$ cat config.mk
export PLATFORM = sky130hd
export DESIGN_NAME = div_ctrl
export DESIGN_NICKNAME = d
export VERILOG_FILES = /design/src/rtl/div_ctrl_pkg.sv /design/src/rtl/div_step.sv /design/src/rtl/div_ctrl.sv
export SDC_FILE = /design/constraint.sdc
export NUM_CORES = 1
export LEC_CHECK = 0
export CAP_MARGIN = 15
export CORE_UTILIZATION = 53
export CTS_BUF_LIST = sky130_fd_sc_hd__clkbuf_16
export CTS_CLUSTER_DIAMETER = 40
export DETAILED_ROUTE_END_ITERATION = 6
export PLACE_DENSITY = 0.75
export RECOVER_POWER = 25
export SYNTH_ARGS = -nofsm -noshare
export SYNTH_HDL_FRONTEND = slang
export SYNTH_SLANG_ARGS = --single-unit
$ cat constraint.sdc
create_clock -name clk -period 2.7 [get_ports clk]
set_input_delay 0.405 -clock clk [delete_from_list [all_inputs] [get_ports clk]]
set_output_delay 0.405 -clock clk [all_outputs]
set_load 0.02 [all_outputs]
$ cat src/rtl/div_ctrl_pkg.sv
// ---------------------------------------------------------------------------
// div_ctrl_pkg
// Purpose : shared definitions for the iterative radix-2 restoring divider.
// Contents: FSM state encoding (3 bits), fixed divide latency and the quotient
//           value forced on divide-by-zero.
// ---------------------------------------------------------------------------
package div_ctrl_pkg;

    typedef enum logic [2:0] {
        DIV_IDLE = 3'd0,
        DIV_PREP = 3'd1,
        DIV_RUN  = 3'd2,
        DIV_FIX  = 3'd3,
        DIV_DONE = 3'd4
    } div_state_e;

    // Cycles from the start cycle to the cycle in which done is high.
    localparam int unsigned DIV_LATENCY = 35;

    // Quotient reported for a zero divisor (all ones at 32 bits).
    localparam logic [31:0] DIV_ZERO_QUOT = 32'hFFFF_FFFF;

endpackage

$ cat src/rtl/div_step.sv
// ---------------------------------------------------------------------------
// div_step
// Purpose : one combinational restoring-division iteration.
// Ports   : rem      - partial remainder (always < div for a nonzero divisor)
//           q        - quotient/shift register; its MSB is the next dividend bit
//           div      - divisor magnitude
//           rem_next - partial remainder after this step
//           q_next   - shift register with the new quotient bit in the LSB
// ---------------------------------------------------------------------------
module div_step #(
    parameter int unsigned WIDTH = 32
) (
    input  logic [WIDTH-1:0] rem,
    input  logic [WIDTH-1:0] q,
    input  logic [WIDTH-1:0] div,
    output logic [WIDTH-1:0] rem_next,
    output logic [WIDTH-1:0] q_next
);

    logic [WIDTH:0]   w_shifted;
    logic [WIDTH+1:0] w_trial;
    logic             w_borrow;

    always_comb begin
        w_shifted = {rem, q[WIDTH-1]};
        // Two guard bits so the top bit of the difference is a clean borrow flag.
        w_trial   = {1'b0, w_shifted} - {2'b00, div};
        w_borrow  = w_trial[WIDTH+1];
        // On restore the shifted value is below div, so it fits in WIDTH bits.
        rem_next  = w_borrow ? w_shifted[WIDTH-1:0] : w_trial[WIDTH-1:0];
        q_next    = {q[WIDTH-2:0], ~w_borrow};
    end

endmodule

$ cat src/rtl/div_ctrl.sv
// ---------------------------------------------------------------------------
// div_ctrl
// Purpose : sequences a restoring divider over WIDTH iterations for DIV/DIVU
//           and presents remainder on hi and quotient on lo.
// Ports   : clk, resetn (synchronous, active low)
//           start, signed_div, a, b - request and operands, sampled with start
//           cancel                  - flush; wins over start, aborts any state
//           busy                    - high in PREP, RUN, FIX (pipeline stall)
//           done                    - one-cycle pulse in DONE
//           hi, lo, div_zero        - results, held until the next completed divide
// ---------------------------------------------------------------------------
module div_ctrl
    import div_ctrl_pkg::*;
#(
    parameter int unsigned WIDTH = 32,
    parameter int unsigned CNT_W = 6
) (
    input  logic             clk,
    input  logic             resetn,
    input  logic             start,
    input  logic             signed_div,
    input  logic [WIDTH-1:0] a,
    input  logic [WIDTH-1:0] b,
    input  logic             cancel,
    output logic             busy,
    output logic             done,
    output logic [WIDTH-1:0] hi,
    output logic [WIDTH-1:0] lo,
    output logic             div_zero
);

    div_state_e       r_state;
    logic [CNT_W-1:0] r_cnt;
    logic [WIDTH-1:0] r_a;
    logic [WIDTH-1:0] r_b;
    logic             r_signed;
    logic             r_neg_rem;
    logic             r_neg_quot;
    logic             r_zero;
    logic [WIDTH-1:0] r_rem;
    logic [WIDTH-1:0] r_q;
    logic [WIDTH-1:0] r_div;
    logic             r_busy;
    logic             r_done;
    logic [WIDTH-1:0] r_hi;
    logic [WIDTH-1:0] r_lo;
    logic             r_div_zero;

    logic [WIDTH-1:0] w_abs_a;
    logic [WIDTH-1:0] w_abs_b;
    logic [WIDTH-1:0] w_rem_next;
    logic [WIDTH-1:0] w_q_next;
    logic [WIDTH-1:0] w_quot_fix;
    logic [WIDTH-1:0] w_rem_fix;

    // The most negative value negates to itself, which is its correct
    // magnitude when read as unsigned.
    always_comb begin
        w_abs_a    = (r_signed && r_a[WIDTH-1]) ? -r_a : r_a;
        w_abs_b    = (r_signed && r_b[WIDTH-1]) ? -r_b : r_b;
        w_quot_fix = r_neg_quot ? -r_q : r_q;
        w_rem_fix  = r_neg_rem ? -r_rem : r_rem;
    end

    div_step #(
        .WIDTH (WIDTH)
    ) u_div_step (
        .rem      (r_rem),
        .q        (r_q),
        .div      (r_div),
        .rem_next (w_rem_next),
        .q_next   (w_q_next)
    );

    always_ff @(posedge clk) begin
        if (!resetn) begin
            r_state    <= DIV_IDLE;
            r_cnt      <= '0;
            r_a        <= '0;
            r_b        <= '0;
            r_signed   <= 1'b0;
            r_neg_rem  <= 1'b0;
            r_neg_quot <= 1'b0;
            r_zero     <= 1'b0;
            r_rem      <= '0;
            r_q        <= '0;
            r_div      <= '0;
            r_busy     <= 1'b0;
            r_done     <= 1'b0;
            r_hi       <= '0;
            r_lo       <= '0;
            r_div_zero <= 1'b0;
        end else if (cancel) begin
            r_state <= DIV_IDLE;
            r_busy  <= 1'b0;
            r_done  <= 1'b0;
        end else begin
            case (r_state)
                DIV_IDLE, DIV_DONE: begin
                    r_done <= 1'b0;
                    if (start) begin
                        r_a        <= a;
                        r_b        <= b;
                        r_signed   <= signed_div;
                        r_neg_rem  <= signed_div & a[WIDTH-1];
                        r_neg_quot <= signed_div & (a[WIDTH-1] ^ b[WIDTH-1]);
                        r_busy     <= 1'b1;
                        r_state    <= DIV_PREP;
                    end else begin
                        r_busy  <= 1'b0;
                        r_state <= DIV_IDLE;
                    end
                end
                DIV_PREP: begin
                    r_q     <= w_abs_a;
                    r_div   <= w_abs_b;
                    r_rem   <= '0;
                    r_cnt   <= '0;
                    r_zero  <= (r_b == '0);
                    r_state <= DIV_RUN;
                end
                DIV_RUN: begin
                    r_rem <= w_rem_next;
                    r_q   <= w_q_next;
                    r_cnt <= r_cnt + CNT_W'(1);
                    if (r_cnt == CNT_W'(WIDTH - 1)) begin
                        r_state <= DIV_FIX;
                    end
                end
                DIV_FIX: begin
                    // Zero divisor overrides whatever the datapath produced.
                    if (r_zero) begin
                        r_lo <= '1;
                        r_hi <= r_a;
                    end else begin
                        r_lo <= w_quot_fix;
                        r_hi <= w_rem_fix;
                    end
                    r_div_zero <= r_zero;
                    r_busy     <= 1'b0;
                    r_done     <= 1'b1;
                    r_state    <= DIV_DONE;
                end
                default: begin
                    r_busy  <= 1'b0;
                    r_done  <= 1'b0;
                    r_state <= DIV_IDLE;
                end
            endcase
        end
    end

    assign busy     = r_busy;
    assign done     = r_done;
    assign hi       = r_hi;
    assign lo       = r_lo;
    assign div_zero = r_div_zero;

endmodule

==> flow_metrics.py <==
metrics = {
    "place": {
        "place_hpwl_um": 31200,
        "place.gp.congestion": 0.945,
        "dp_cells": 2265,
        "placed_area_um2": 16200,
        "portBuffers": 135,
    },
    "synth": {
        "yosys.area.top_type": "dfxtp_1",
        "yosysWarnings": 0,
        "synth_edf_count": 0,
        "synth_nets": 1907,
        "ys_types": 72,
        "synth.most_common_cell": "nand2_1",
        "postSynth.asyncResetShare_pct": 0,
        "syn_area_per_cell_um2": 7.69,
        "yosys_most_used_dff": "dfxtp_1",
        "synthTopCellsByArea": "dfxtp_1 35%, nand2_1 8.5%, xor2_1 4.9%",
        "synth.yosys.seq_area_share_pct": 34.7,
        "synth_cells": 1800,
        "synthTopCellsByCount": "313 x nand2_1, 240 x dfxtp_1, 137 x nor2_1, 123 x o21ai_0, 109 x a21oi_1",
        "synth.cell_area_um2": 13800,
        "synth_top_area_share_pct": 34.7,
        "ys_ff_latch": 240,
    },
    "floorplan": {
        "die_area_um2": 26800,
        "core-area_um2": 25400,
        "die_width_um": 164,
        "die_h_um": 164,
        "floorplan.initialDensity_pct": 54.5,
        "num_rows": 58,
        "ioPinCount": 136,
    },
    "layout": {
        "area_delta_synth_final_pct": 30.2,
        "fin_cells": 2345,
        "layout.nets": 2096,
        "drive_above_1_share_pct": 15.8,
        "design_area_um2": 18000,
        "diodes": 0,
    },
    "sta": {
        "fin_ws_ps": -59.8,
        "hold_viol": 0,
        "rsz0062_at_grt": "true",
        "fmax_ghz": 0.362,
        "period_needed_ps": 2760,
        "slew_viol_final": 0,
        "fin_crit_sh_pct": 102,
        "worst_pin_slew_ps": 933,
        "fin_skew_ps": 19.9,
        "slew_headroom_pct": 37.8,
        "setup_viol": 2,
    },
    "clock_tree": {
        "clock_latency_ps": 520,
        "cts.sinks": 240,
        "ctsHtreeMaxLevel": 2,
        "cts-hold-fix-buffers": 0,
        "cts_tree": "yes",
        "cts-buffers-inserted": 38,
        "clkTransAtPathRegs_ps": 50,
        "clockBufferDepth": 3,
        "cts-root-buf": "clkbuf_16",
    },
    "power_and_ir_drop": {
        "p_leak_nw": 6.99,
        "powerDensity_nw_per_um2": 576,
        "power.total_w": 0.0104,
        "ir_worst_vdd_mv": 0.500,
    },
    "worst_setup_path": {
        "crit_fanout": 4,
        "cp_cell_sequence": "inv_2 > ha_4 > inv_2 > fa_2 > a211oi_2 > o21ai_2 > a31oi_1 > buf_4 > o211ai_1 > a221o_1 > a21oi_2 > xor2_1 > o31ai_1",
        "rr_worst_depth": 13,
        "rr_endpoint": "r_rem[30]",
        "worstSetupStartpointType": "flop",
        "worst_setup_path_end_kind": "flop",
        "worst-setup-path-type": "flop to flop",
        "cp.required_ps": 3090,
        "arrival_ps": 3150,
        "r2r_slack_ps": -60,
        "crit_path_frequent_cell": "inv_2",
        "critPathMaxStageDelay_ps": 420,
        "slowest_stage": "a221o_1",
        "regToRegStartpoint": "r_q[31]",
    },
    "status": {
        "failed_checks": "negative setup slack",
        "status": "finished with violations",
    },
    "routing": {
        "drt_iter0_drc": 1353,
        "viasPerCell": 6.08,
        "wl_per_cell_um": 18.7,
        "drc": 0,
        "final_antenna_net_count": 0,
        "routed_wl_um": 43800,
        "drtPass1Iterations": 5,
        "vias": 14300,
    },
    "global_route": {
        "overflow": 0,
        "antenna_found_initial": 0,
        "grt_usage_pct": 32.1,
        "grt_pass1_vias": 12800,
        "grt_max_degree": 106,
        "grt_pass1_wl_um": 67900,
    },
    "min_path": {
        "whs_path_depth": 5,
        "hold_end": "r_q[29]",
        "min_path_type": "input pin to flop",
        "min_from": "resetn",
    },
    "job": {
        "cap_violations": 0,
    },
}
==> how the worst max path moves through the flow <==
stage | startpoint | end | slack, ps | cells after the start
after floorplan | r_q[31] | r_rem[30] | 20 | 12
after global placement | r_q[31] | r_rem[30] | -30 | 13
after detailed placement | r_q[31] | r_rem[18] | -140 | 14
after CTS | r_rem[2] | hi[28] | 3 | 9
after global routing | r_q[31] | r_rem[30] | -210 | 13
final | r_q[31] | r_rem[30] | -60 | 13
==> final cells by class <==
| type | instances | area, um2 |
|---|---|---|
| multi-input cells | 1379 | 8830 |
| fillers | 2075 | 7380 |
| clock buffers | 39 | 976 |
| flip-flops and latches | 240 | 4830 |
| clock inverters | 27 | 254 |
| inverters | 54 | 203 |
| repair buffers | 276 | 2510 |
| well taps | 330 | 413 |
==> cell usage in the layout, fill, tap and decap left out, types with 49 or more instances in the layout <==
cell type	count
xor2_1	78
inv_1	49
buf_4	122
clkdlybuf4s50_1	133
nand2_1	312
o21ai_0	116
a21oi_1	100
a21boi_0	70
nor2_1	130
xnor2_1	58
dfxtp_1	222
==> through the flow <==
stage                     TNS (ps)  setup slack, ps  util (%)  hold WS [ps]
after floorplan                  0             21.3         -           432
after global placement        -103            -32.4      63.7           440
after detailed placement      -953             -135      63.7           447
after CTS                        0             2.60      68.8           411
after global routing          -958             -211      70.9           372
final                         -101            -59.8      70.9           355
==> per-layer routing <==
metal  track usage (%)  part of all wire (%)  routed length [um]
met1              46.5                    45               19700
met2              47.9                    44               19100
met4              10.6                   3.1                1350
met3              5.18                   8.4                3660
met5                 0                     0                   0
==> critical path, delay by kind of cell, from the launching register on <==
kind / cells / cell delay [ps]
compound gates: 7 / 1410
xor+xnor: 1 / 160
fa+ha+maj: 2 / 500
buf+inv: 3 / 250
flops: 1 / 320
==> sequential cells by signal, indices dropped and copies added (netlist names) <==
register	cells
r_state	3
done	1
div_zero	1
r_rem	32
busy	1
r_signed	1
r_cnt	6
r_b	32
r_neg_quot	1
lo	32
r_div	32
r_q	32
r_zero	1
hi	32
r_neg_rem	1
r_a	32
==> report_power, final <==
| group | internal (W) | switching, W | total, W |
|---|---|---|---|
| clock network | 0.00301 | 0.00175 | 0.00476 |
| logic | 0.000874 | 0.00101 | 0.00188 |
| registers | 0.00363 | 0.000108 | 0.00374 |
| total | 0.00751 | 0.00287 | 0.0104 |
==> cell families (layout without fill, tap and decap cells) <==
logic type,count (synthesis),count (layout),synth area share [%]
AND/OR/NAND/NOR,642,642,21.1
AO/OA/AOI/OAI,556,556,26.6
flip-flops,240,240,34.7
buffers and inverters,181,396,5.00
XOR/XNOR,138,138,8.74
adder cells (fa/ha/maj),38,38,3.49
multiplexers,5,5,0.398
==> what timing repair did <==
item / 4_1_cts / 5_1_grt
gates cloned: 0 / 3
pin swaps: 8 / 34
buffers inserted: 2 / 8
setup endpoints to repair: 33 / 48
resized for setup: 9 / 107
No activity file was read; power rests on OpenSTA's default activity.
